$ cat src/rtl/lift_scan_ctrl.sv
// SCAN-order lift controller for N floors: latches hall/cabin calls and keeps
// the car's direction while requests lie ahead, reversing only when none do.
module lift_scan_ctrl #(
  parameter int N_FLOORS    = 8,
  parameter int FLOOR_W     = $clog2(N_FLOORS),
  parameter int FLOOR_TICKS = 4,
  parameter int DOOR_TICKS  = 3
) (
  input  logic                clk,
  input  logic                rst,
  input  logic [N_FLOORS-1:0] hall_req_i,
  input  logic [N_FLOORS-1:0] cab_req_i,
  input  logic                door_hold_i,
  output logic [FLOOR_W-1:0]  floor_o,
  output logic                dir_up_o,
  output logic                moving_o,
  output logic                door_open_o,
  output logic                busy_o,
  output logic [N_FLOORS-1:0] pending_o
);

  localparam int MCNT_W = (FLOOR_TICKS > 1) ? $clog2(FLOOR_TICKS) : 1;
  localparam int DCNT_W = (DOOR_TICKS > 1) ? $clog2(DOOR_TICKS) : 1;
  localparam logic [MCNT_W-1:0] MCNT_LAST = MCNT_W'(FLOOR_TICKS - 1);
  localparam logic [DCNT_W-1:0] DCNT_LAST = DCNT_W'(DOOR_TICKS - 1);

  typedef enum logic [1:0] {IDLE, MOVE, DOORS} state_t;

  state_t              state_q, state_d;
  logic [FLOOR_W-1:0]  floor_q, floor_d;
  logic                dir_q, dir_d;
  logic                moving_q, moving_d;
  logic                door_q, door_d;
  logic                busy_q, busy_d;
  logic [N_FLOORS-1:0] pending_q, pending_d;
  logic [MCNT_W-1:0]   mcnt_q, mcnt_d;
  logic [DCNT_W-1:0]   dcnt_q, dcnt_d;
  logic [N_FLOORS-1:0] clear;
  logic [FLOOR_W-1:0]  floorNext;

  // True when any bit of v lies strictly beyond floor f in the given direction.
  function automatic logic anyBeyond(input logic [N_FLOORS-1:0] v,
                                     input logic [FLOOR_W-1:0] f,
                                     input logic up);
    logic r;
    r = 1'b0;
    for (int i = 0; i < N_FLOORS; i++) begin
      if (v[i] && (up ? (i > int'(f)) : (i < int'(f)))) r = 1'b1;
    end
    return r;
  endfunction

  always_ff @(posedge clk) begin
    if (rst) begin
      state_q   <= IDLE;
      floor_q   <= '0;
      dir_q     <= 1'b1;
      moving_q  <= 1'b0;
      door_q    <= 1'b0;
      busy_q    <= 1'b0;
      pending_q <= '0;
      mcnt_q    <= '0;
      dcnt_q    <= '0;
    end else begin
      state_q   <= state_d;
      floor_q   <= floor_d;
      dir_q     <= dir_d;
      moving_q  <= moving_d;
      door_q    <= door_d;
      busy_q    <= busy_d;
      pending_q <= pending_d;
      mcnt_q    <= mcnt_d;
      dcnt_q    <= dcnt_d;
    end
  end

  always_comb begin
    state_d   = state_q;
    floor_d   = floor_q;
    dir_d     = dir_q;
    moving_d  = moving_q;
    door_d    = door_q;
    mcnt_d    = mcnt_q;
    dcnt_d    = dcnt_q;
    clear     = '0;
    floorNext = dir_q ? (floor_q + FLOOR_W'(1)) : (floor_q - FLOOR_W'(1));

    case (state_q)
      IDLE: begin
        if (pending_q[floor_q]) begin
          clear[floor_q] = 1'b1;
          state_d        = DOORS;
          door_d         = 1'b1;
          moving_d       = 1'b0;
          dcnt_d         = '0;
        end else if (anyBeyond(pending_q, floor_q, dir_q)) begin
          state_d  = MOVE;
          moving_d = 1'b1;
          mcnt_d   = '0;
        end else if (anyBeyond(pending_q, floor_q, !dir_q)) begin
          state_d  = MOVE;
          dir_d    = !dir_q;
          moving_d = 1'b1;
          mcnt_d   = '0;
        end
      end

      MOVE: begin
        if (mcnt_q == MCNT_LAST) begin
          // Arrival: the stop/continue decision looks at the floor just reached.
          mcnt_d  = '0;
          floor_d = floorNext;
          if (pending_q[floorNext]) begin
            clear[floorNext] = 1'b1;
            state_d          = DOORS;
            door_d           = 1'b1;
            moving_d         = 1'b0;
            dcnt_d           = '0;
          end else if (!anyBeyond(pending_q, floorNext, dir_q)) begin
            state_d  = IDLE;
            moving_d = 1'b0;
          end
        end else begin
          mcnt_d = mcnt_q + MCNT_W'(1);
        end
      end

      DOORS: begin
        if (door_hold_i || pending_q[floor_q]) begin
          clear[floor_q] = pending_q[floor_q];
          dcnt_d         = '0;
        end else if (dcnt_q == DCNT_LAST) begin
          state_d = IDLE;
          door_d  = 1'b0;
          dcnt_d  = '0;
        end else begin
          dcnt_d = dcnt_q + DCNT_W'(1);
        end
      end

      default: begin
        state_d  = IDLE;
        moving_d = 1'b0;
        door_d   = 1'b0;
      end
    endcase

    pending_d = (pending_q | hall_req_i | cab_req_i) & ~clear;
    busy_d    = (state_d != IDLE);
  end

  assign floor_o     = floor_q;
  assign dir_up_o    = dir_q;
  assign moving_o    = moving_q;
  assign door_open_o = door_q;
  assign busy_o      = busy_q;
  assign pending_o   = pending_q;

endmodule

$ cat config.mk
export PLATFORM = sky130hd
export DESIGN_NAME = lift_scan_ctrl
export DESIGN_NICKNAME = d
export VERILOG_FILES = /design/src/rtl/lift_scan_ctrl.sv
export SDC_FILE = /design/constraint.sdc
export NUM_CORES = 1
export LEC_CHECK = 0
export CORE_AREA = 2 2 81 52
export CTS_BUF_LIST = sky130_fd_sc_hd__clkbuf_4
export DETAILED_ROUTE_END_ITERATION = 10
export DIE_AREA = 0 0 83 54
export PLACE_DENSITY = 0.78
export SYNTH_ARGS = -nofsm -noshare
export SYNTH_HDL_FRONTEND = slang
export SYNTH_SLANG_ARGS = --single-unit
export TNS_END_PERCENT = 20
$ cat constraint.sdc
create_clock -name clk -period 2.59 [get_ports clk]
set_input_delay 0.518 -clock clk [delete_from_list [all_inputs] [get_ports clk]]
set_output_delay 0.518 -clock clk [all_outputs]
set_load 0.005 [all_outputs]
==> flow_metrics.tcl <==
set metrics [dict create \
    clock-sinks 21 \
    status "finished, final reports clean" \
    finalHoldViolCount 0 \
    end_kind "flip-flop" \
    portBuffers 33 \
    power_density_nw_per_um2 361 \
    clkTransAtPathRegs_ps 120 \
    fin_crit_sh 0.933 \
    syn_nets 256 \
    grt_pass1_wl_um 7900 \
    cts_resized 0 \
    max_freq_mhz 414 \
    synth_warnings 0 \
    gr-total-overflow 0 \
    vdd_drop_max_v 0.000231 \
    crit_start "floor_o[0]" \
    post-route-min-period_ps 2420 \
    synth_seq_cells 21 \
    layout-drive-gt1-share 0.139 \
    netlist_area_um2 1760 \
    crit_type "flip-flop to flip-flop" \
    via_count 1853 \
    timing.max_cap.violations 0 \
    cts_buffer_depth 2 \
    rows 18 \
    initial_core_util 0.457 \
    cts_setup_buffers 0 \
    relSlewSlack 0.588 \
    synth.avg_cell_area_um2 7.65 \
    final_core_util 0.583 \
    ant_nets 0 \
    fin_setup_tns_ps 0 \
    setup_violations 0 \
    timing.rr.start "floor_o[0]" \
    globalplace.congestion 1.01 \
    tightest_slew_ps 616 \
    die_y_um 54 \
    fp.dieArea_um2 4480 \
    hold_buffers 0 \
    area_growth_pct 27.6 \
    cts_tree "yes" \
    vias_per_cell 5.85 \
    grt_max_degree 23 \
    drt-pass1-iter-count 5 \
    io_pins 34 \
    detailed_place_hpwl_um 3750 \
    cts_root_buf "clkbuf_4" \
    synth_edf_count 0 \
    cp.arrival_ps 2600 \
    drc 0 \
    wl_per_cell_um 15.1 \
    antenna_found_initial 0 \
    drv_slew 0 \
    cts_buffers 3 \
    rsz0062_at_grt "false" \
    grt_pass1_vias 1582 \
    die_w_um 83 \
    grt_use_total 0.221 \
    cts_max_level 1 \
    nNetsFinal 294 \
    worst-r2r-setup-slack_ps 170 \
    diodes 0 \
    start_kind "flip-flop" \
    ys_types 55 \
    postSynthCellCount 230 \
    synth-seq-area-share 0.239 \
    hold_ws_ps 488 \
    power.leakage_nw 0.822 \
    synth_top_area_frac 0.239 \
    fillCellCount 345 \
    place_area_um2 2210 \
    hp-start "moving_o" \
    core-area_um2 3850 \
    stdcell_area_um2 2240 \
    synth_top_cell_by_area "dfxtp_1" \
    ys.flop_type "dfxtp_1" \
    drt_iter0_markers 220 \
    clk_latency_ps 300 \
    async_flop_share 0 \
    critPathMaxFanout 9 \
    drt_wl_total_um 4780 \
    min_path_type "flip-flop to flip-flop" \
    clock-skew-final_ps 4.81 \
    cp_data_required_time_ps 2780 \
    synthTopCellsByArea "dfxtp_1 (24%), ha_1 (5.0%), a21oi_1 (4.8%)" \
]
## layer usage
layer,up-vias,wire (um),global-route usage
li1,931,-,-
met1,831,2450,0.336
met2,87,1860,0.313
met3,4,424,0.0506
met4,0,40,0.0464
met5,-,0,0
## kinds of logic (layout without fill, tap and decap cells)
| logic type | Yosys count | count (layout) | synth area share |
|---|---|---|---|
| buffers and inverters | 29 | 66 | 0.0733 |
| adders and majority gates | 7 | 7 | 0.0498 |
| and+or+nand+nor | 94 | 94 | 0.289 |
| DFF | 21 | 21 | 0.239 |
| AOI/OAI and AO/OA | 63 | 63 | 0.243 |
| xor gates and xnor gates | 4 | 4 | 0.0199 |
| muxes | 12 | 12 | 0.0861 |
## report_power, final
group | switching, mW | total [mW] | leakage (nW) | internal (mW)
clock network | 0.0973 | 0.168 | 0.0184 | 0.0705
logic | 0.112 | 0.254 | 0.630 | 0.141
registers | 0.0352 | 0.389 | 0.174 | 0.354
total | 0.245 | 0.811 | 0.822 | 0.566
## cell usage after synthesis, drive strengths merged (7+ instances only)
| master | count |
|---|---|
| mux2i | 8 |
| a21oi | 17 |
| clkbuf | 9 |
| nor3 | 16 |
| ha | 7 |
| nor4 | 8 |
| nor2b | 8 |
| inv | 9 |
| dfxtp | 21 |
| nor2 | 21 |
| nand2b | 7 |
| buf | 11 |
| o21ai | 10 |
| nand2 | 12 |
## layout by cell type (no fill, tap or decap), drive strengths merged, types with 3 or more instances in the layout
cell / n
a211oi: 3
a21oi: 17
a31oi: 4
buf: 20
clkbuf: 4
clkdlybuf4s50: 33
dfxtp: 21
ha: 7
inv: 9
mux2i: 8
nand2: 12
nand2b: 7
nand3: 4
nor2: 21
nor2b: 8
nor3: 16
nor4: 8
o211ai: 5
o21a: 3
o21ai: 10
o31ai: 3
or3: 3
xnor2: 3
## registers in the layout (all words and copies together) (netlist names), 2 cells and up
register / flops
mcnt_q: 2
pending_o: 8
floor_o: 3
state_q: 2
dcnt_q: 2
## cell type report
cell class | instances | area (um^2) | area share
Multi-Input combinational cell | 180 | 1220 | 0.542
Inverter | 9 | 33.8 | 0.0151
Sequential cell | 21 | 420 | 0.187
Tap cell | 50 | 62.6 | 0.0279
Clock buffer | 4 | 30.0 | 0.0134
Timing Repair Buffer | 53 | 480 | 0.214
## worst max-delay path: stages (launching register included)
cell	delay, ps
dfxtp_1	430
inv_2	70
buf_4	180
ha_1	230
xor2_1	180
mux2i_2	220
mux2_2	370
nand3_1	170
nor3_1	70
a21oi_1	240
o211ai_1	130
## path summary, 6_finish.rpt
kind / cells past startpoint / endpoint
worst min-delay path: 2 / moving_o
worst min register to register: 2 / moving_o
worst max-delay path: 10 / busy_o
worst max register to register: 10 / busy_o
## stage by stage
step                      power (mW)  worst slack [ps]  instances
final                          0.811               174        317
after global routing           0.860              29.4        317
after CTS                      0.815               203        317
after detailed placement       0.646               228        313
after global placement         0.643               258        313
after floorplan                0.531              73.6        230
Note: power is estimated with default switching activity, not from simulation.
==> edit 1, RTL diff (same settings) <==
Make the reset (`rst`) asynchronous in one clocked block.
--- a/src/rtl/lift_scan_ctrl.sv
+++ b/src/rtl/lift_scan_ctrl.sv
@@ -52,3 +52,3 @@
 
-  always_ff @(posedge clk) begin
+  always_ff @(posedge clk or posedge rst) begin
     if (rst) begin
Formal check against the unedited RTL: differs if rst is asserted again (counterexample within 4 cycles, from zero or initial values and one cycle with rst high); with rst held inactive, the same outputs for 10 cycles.
==> edit 1 against the original RTL <==
- final cell count grew 0.32%
- sequential cell count is the same
- design area grew 7.0%
- first-iteration DRC count grew 18%
- worst setup slack lost 0.040 ns
- routed wire length grew 19%
- clock skew is essentially flat
- synthesized area grew 5.7%
- critical path type unchanged
- critical endpoint is now busy_o$_DFF_PP0_
Power is not compared: it rests on default switching activity, and its combinational part moved more than twofold at a synthesized area within 25%.
==> edit 1: results <==
metrics = {
    "status": {
        "status": "finished clean",
    },
    "detailed_routing": {
        "vias_per_cell": 6.10,
        "wl_met1_um": 2700,
        "routed-wl-met3_um": 580,
        "wl_per_cell_um": 17.9,
        "dr.first_iter.drc_count": 259,
    },
    "cells_and_area": {
        "nets": 295,
        "area_growth_pct": 29.2,
        "fillers": 342,
        "layout-drive-gt1-share_pct": 16.8,
    },
    "place": {
        "dp_hpwl_um": 4330,
        "gp_congestion": 0.995,
    },
    "global_route": {
        "use_met2_pct": 38.8,
        "met1_usage_pct": 37.5,
        "first_global_vias": 1715,
        "grt_util_met3_pct": 6.90,
        "grt.total_usage_pct": 25.8,
    },
    "worst_setup_path": {
        "r2r_slack_ns": 0.13,
        "rr_worst_depth": 8,
        "worst_r2r_endpoint": "busy_o$_DFF_PP0_",
    },
    "worst_hold_path": {
        "hold_start": "mcnt_q[0]$_DFFE_PP0P_",
        "whs_endpoint": "mcnt_q[0]$_DFFE_PP0P_",
        "whs_path_depth": 1,
    },
    "synthesis": {
        "yosys-top-cells-area": "dfrtp_1 (27%), ha_1 (4.7%), a21oi_1 (4.3%)",
        "synth_cell_types": 64,
        "synth_nets": 252,
    },
    "sta": {
        "worst_pin_slew_ns": 0.784,
    },
}
==> edit 1: changes by cell type after synthesis, sizes merged, moves of 4 or more <==
| cell | delta |
|---|---|
| o21ai | +5 |
| nor4 | -8 |
| nor3 | -7 |
| nor2b | -4 |
| dfxtp | -21 |
| nand2 | +5 |
| dfrtp | +20 |
==> edit 1: power by group through the flow <==
stage | Clock (mW) | Sequential [mW] | Combinational [mW]
floorplan | 0 | 0.480 | 0.797
global placement | 0 | 0.554 | 1.08
detailed placement | 0 | 0.555 | 1.09
CTS | 0.170 | 0.549 | 1.09
global route | 0.195 | 0.576 | 1.32
finish | 0.169 | 0.554 | 1.20
==> edit 1: what timing repair did <==
item                                    CTS  global route
endpoints found under the setup margin    0             4
setup buffers                             0             6
gates resized for setup                   0             7
endpoints found under the hold margin     0             0
==> edit 1: worst max path at each step <==
stage,from,endpoint,slack (ns),depth (start not counted)
2_1_floorplan,floor_o[0]$_DFFE_PP0P_,busy_o$_DFF_PP0_,0.002,10
5_1_grt,floor_o[1]$_DFFE_PP0P_,busy_o$_DFF_PP0_,-0.007,8
6_report,floor_o[1]$_DFFE_PP0P_,busy_o$_DFF_PP0_,0.13,8
4_1_cts,floor_o[1]$_DFFE_PP0P_,busy_o$_DFF_PP0_,0.08,8
3_5_place_dp,floor_o[1]$_DFFE_PP0P_,busy_o$_DFF_PP0_,0.11,8
3_3_place_gp,floor_o[1]$_DFFE_PP0P_,busy_o$_DFF_PP0_,0.16,8
==> edit 1: area by class of cell <==
class                   count  area (um2)  share of cell area, %
inverters                  11        41.3                   1.72
flip-flops and latches     21         528                   22.0
repair buffers             55         495                   20.6
well taps                  50        62.6                   2.60
multi-input cells         177        1240                   51.8
clock buffers               4        30.0                   1.25
==> edit 1: per-stage QoR <==
| step | total power, mW | TNS, ns | instances |
|---|---|---|---|
| after floorplan | 1.28 | 0 | 226 |
| after CTS | 1.81 | 0 | 312 |
| final | 1.93 | 0 | 318 |
| after global routing | 2.10 | -0.00902 | 318 |
| after detailed placement | 1.64 | 0 | 308 |
| after global placement | 1.63 | 0 | 308 |
==> edit 1: cells by family after synthesis <==
logic type | Yosys count | synth area share (%)
compound gates | 80 | 30.8
xor+xnor | 4 | 1.88
flops | 21 | 28.3
simple gates | 76 | 20.9
buf+inv | 28 | 7.20
mux | 10 | 6.19
fa+ha+maj | 7 | 4.71
==> edit 1: worst max-delay path: stages (launching register included) <==
cell      delay, ns
dfrtp_2        0.46
ha_1           0.20
ha_1           0.32
nand2b_2       0.24
o21ai_4        0.13
mux2i_2        0.27
o22a_1         0.26
o22ai_1        0.12
or3_1          0.33
==> edit 2, RTL diff (same flow settings) <==
Made on the original files. Set the parameter `DOOR_TICKS` to 6 (it was 3).
--- a/src/rtl/lift_scan_ctrl.sv
+++ b/src/rtl/lift_scan_ctrl.sv
@@ -6,3 +6,3 @@
   parameter int FLOOR_TICKS = 4,
-  parameter int DOOR_TICKS  = 3
+  parameter int DOOR_TICKS  = 6
 ) (
Formal check against the unedited RTL: not equivalent (Yosys sat finds a counterexample within 10 cycles, from zero or initial values and one cycle with rst high).
==> edit 2 against the original RTL <==
- non-clock buffer count stayed put
- die area stayed put
- power is 11% higher
- sequential share of layout area is 0.64 points lower
- routed wire length is 22% higher
- sequential cell count is 1 higher
- synthesized area is 11% higher
- combinational power is 24% higher
- worst setup slack better by 0.014 ns
- count of clock-buffer cells in the layout is 1 lower
- design area is 8.8% higher
- critical path depth stayed put
- clock skew is 0.0013 ns lower
- first-iteration DRC count is 14% lower
==> edit 2: results <==
metrics = {
    "status": {
        "status": "finished clean",
    },
    "synthesis": {
        "yosys-top-cells-area": "dfxtp_1 (23%), mux2i_1 (5.1%), ha_1 (4.5%)",
        "synth.top_cells.by_count": "dfxtp_1 (22), nor2_1 (17), o21ai_0 (17)",
        "synth_compound_area_share_pct": 30.8,
        "synthAdderAreaFrac_pct": 4.50,
        "synth_cell_types": 66,
        "netlist_instances": 245,
        "seq_area_frac_synth_pct": 22.6,
        "synth_nets": 271,
        "synthMuxAreaShare_pct": 7.46,
        "synthXorXnorAreaFrac_pct": 2.64,
    },
    "detailed_routing": {
        "wl_per_cell_um": 17.5,
        "drtPass1Iterations": 4,
        "routed-via-count": 2061,
        "dr.first_iter.drc_count": 190,
        "finalWirelength_um": 5810,
    },
    "global_route": {
        "grt_pass1_wl_um": 9330,
        "grt.total_usage_pct": 26.9,
        "first_global_vias": 1792,
        "grt_max_degree": 25,
    },
    "place": {
        "dp_slack_ns": 0.156,
        "gp_congestion": 0.976,
        "dp.cells": 328,
        "dp_hpwl_um": 4440,
    },
    "sta": {
        "relSlewSlack_pct": 48.5,
        "fin_skew_ns": 0.00349,
    },
    "pwr": {
        "max-vdd-ir-drop_uv": 287,
        "power_mw": 0.900,
        "p_seq_share_pct": 46.7,
        "combPwrFrac_pct": 35.0,
        "p_sw_share_pct": 33.8,
        "cellLeakagePower_nw": 0.892,
    },
    "cells_and_area": {
        "nets": 309,
        "stdcell_area_um2": 2440,
        "layout-drive-gt1-share_pct": 15.6,
        "fillers": 346,
    },
    "cts": {
        "insertion_delay_ns": 0.32,
    },
    "worst_setup_path": {
        "cp_max_fo": 5,
        "worst_path_dominant_cell_family": "compound AO/OA/AOI/OAI gates",
        "critPathMaxStageDelay_ns": 0.39,
    },
}
[edit 2: logic make-up (layout without fill, tap and decap cells)]
kind of cell	after synthesis	in the layout
buffers and inverters	30	67
AO/OA/AOI/OAI	81	81
XOR/XNOR	5	5
multiplexers	12	12
adder cells (fa/ha/maj)	7	7
AND/OR/NAND/NOR	88	88
flip-flops	22	22
[edit 2: cell type report]
| cell class | count | area share, % |
|---|---|---|
| Clock buffer | 3 | 0.923 |
| Clock inverter | 1 | 0.154 |
| Inverter | 10 | 1.54 |
| Multi-Input combinational cell | 193 | 56.5 |
| Sequential cell | 22 | 18.1 |
| Tap cell | 50 | 2.56 |
| Timing Repair Buffer | 53 | 20.2 |
[edit 2: worst reg2reg max path: cells and delay by family (launching register included)]
family / cells / cell delay (ns)
AOI/OAI and AO/OA: 3 / 0.59
xor gates and xnor gates: 1 / 0.24
adders and majority gates: 1 / 0.21
buffers and inverters: 2 / 0.23
DFF: 1 / 0.39
muxes: 2 / 0.42
and+or+nand+nor: 1 / 0.21
[edit 2: final timing paths]
path	from	endpoint	slack, ns	cells after the start
worst max-delay path	floor_o[1]$_SDFFE_PP0P_	busy_o$_SDFF_PP0_	0.19	10
worst min-delay path	moving_o$_SDFFE_PP0P_	moving_o$_SDFFE_PP0P_	0.48	2
worst max register to register	floor_o[1]$_SDFFE_PP0P_	busy_o$_SDFF_PP0_	0.19	10
worst min register to register	moving_o$_SDFFE_PP0P_	moving_o$_SDFFE_PP0P_	0.48	2
[edit 2: routing by layer]
metal	vias to the layer above	share of wire [%]	global-route usage (%)
li1	985	-	-
met1	947	48	39.3
met2	124	39	39.2
met3	5	12	9.20
met4	0	0.38	3.28
met5	-	0	0
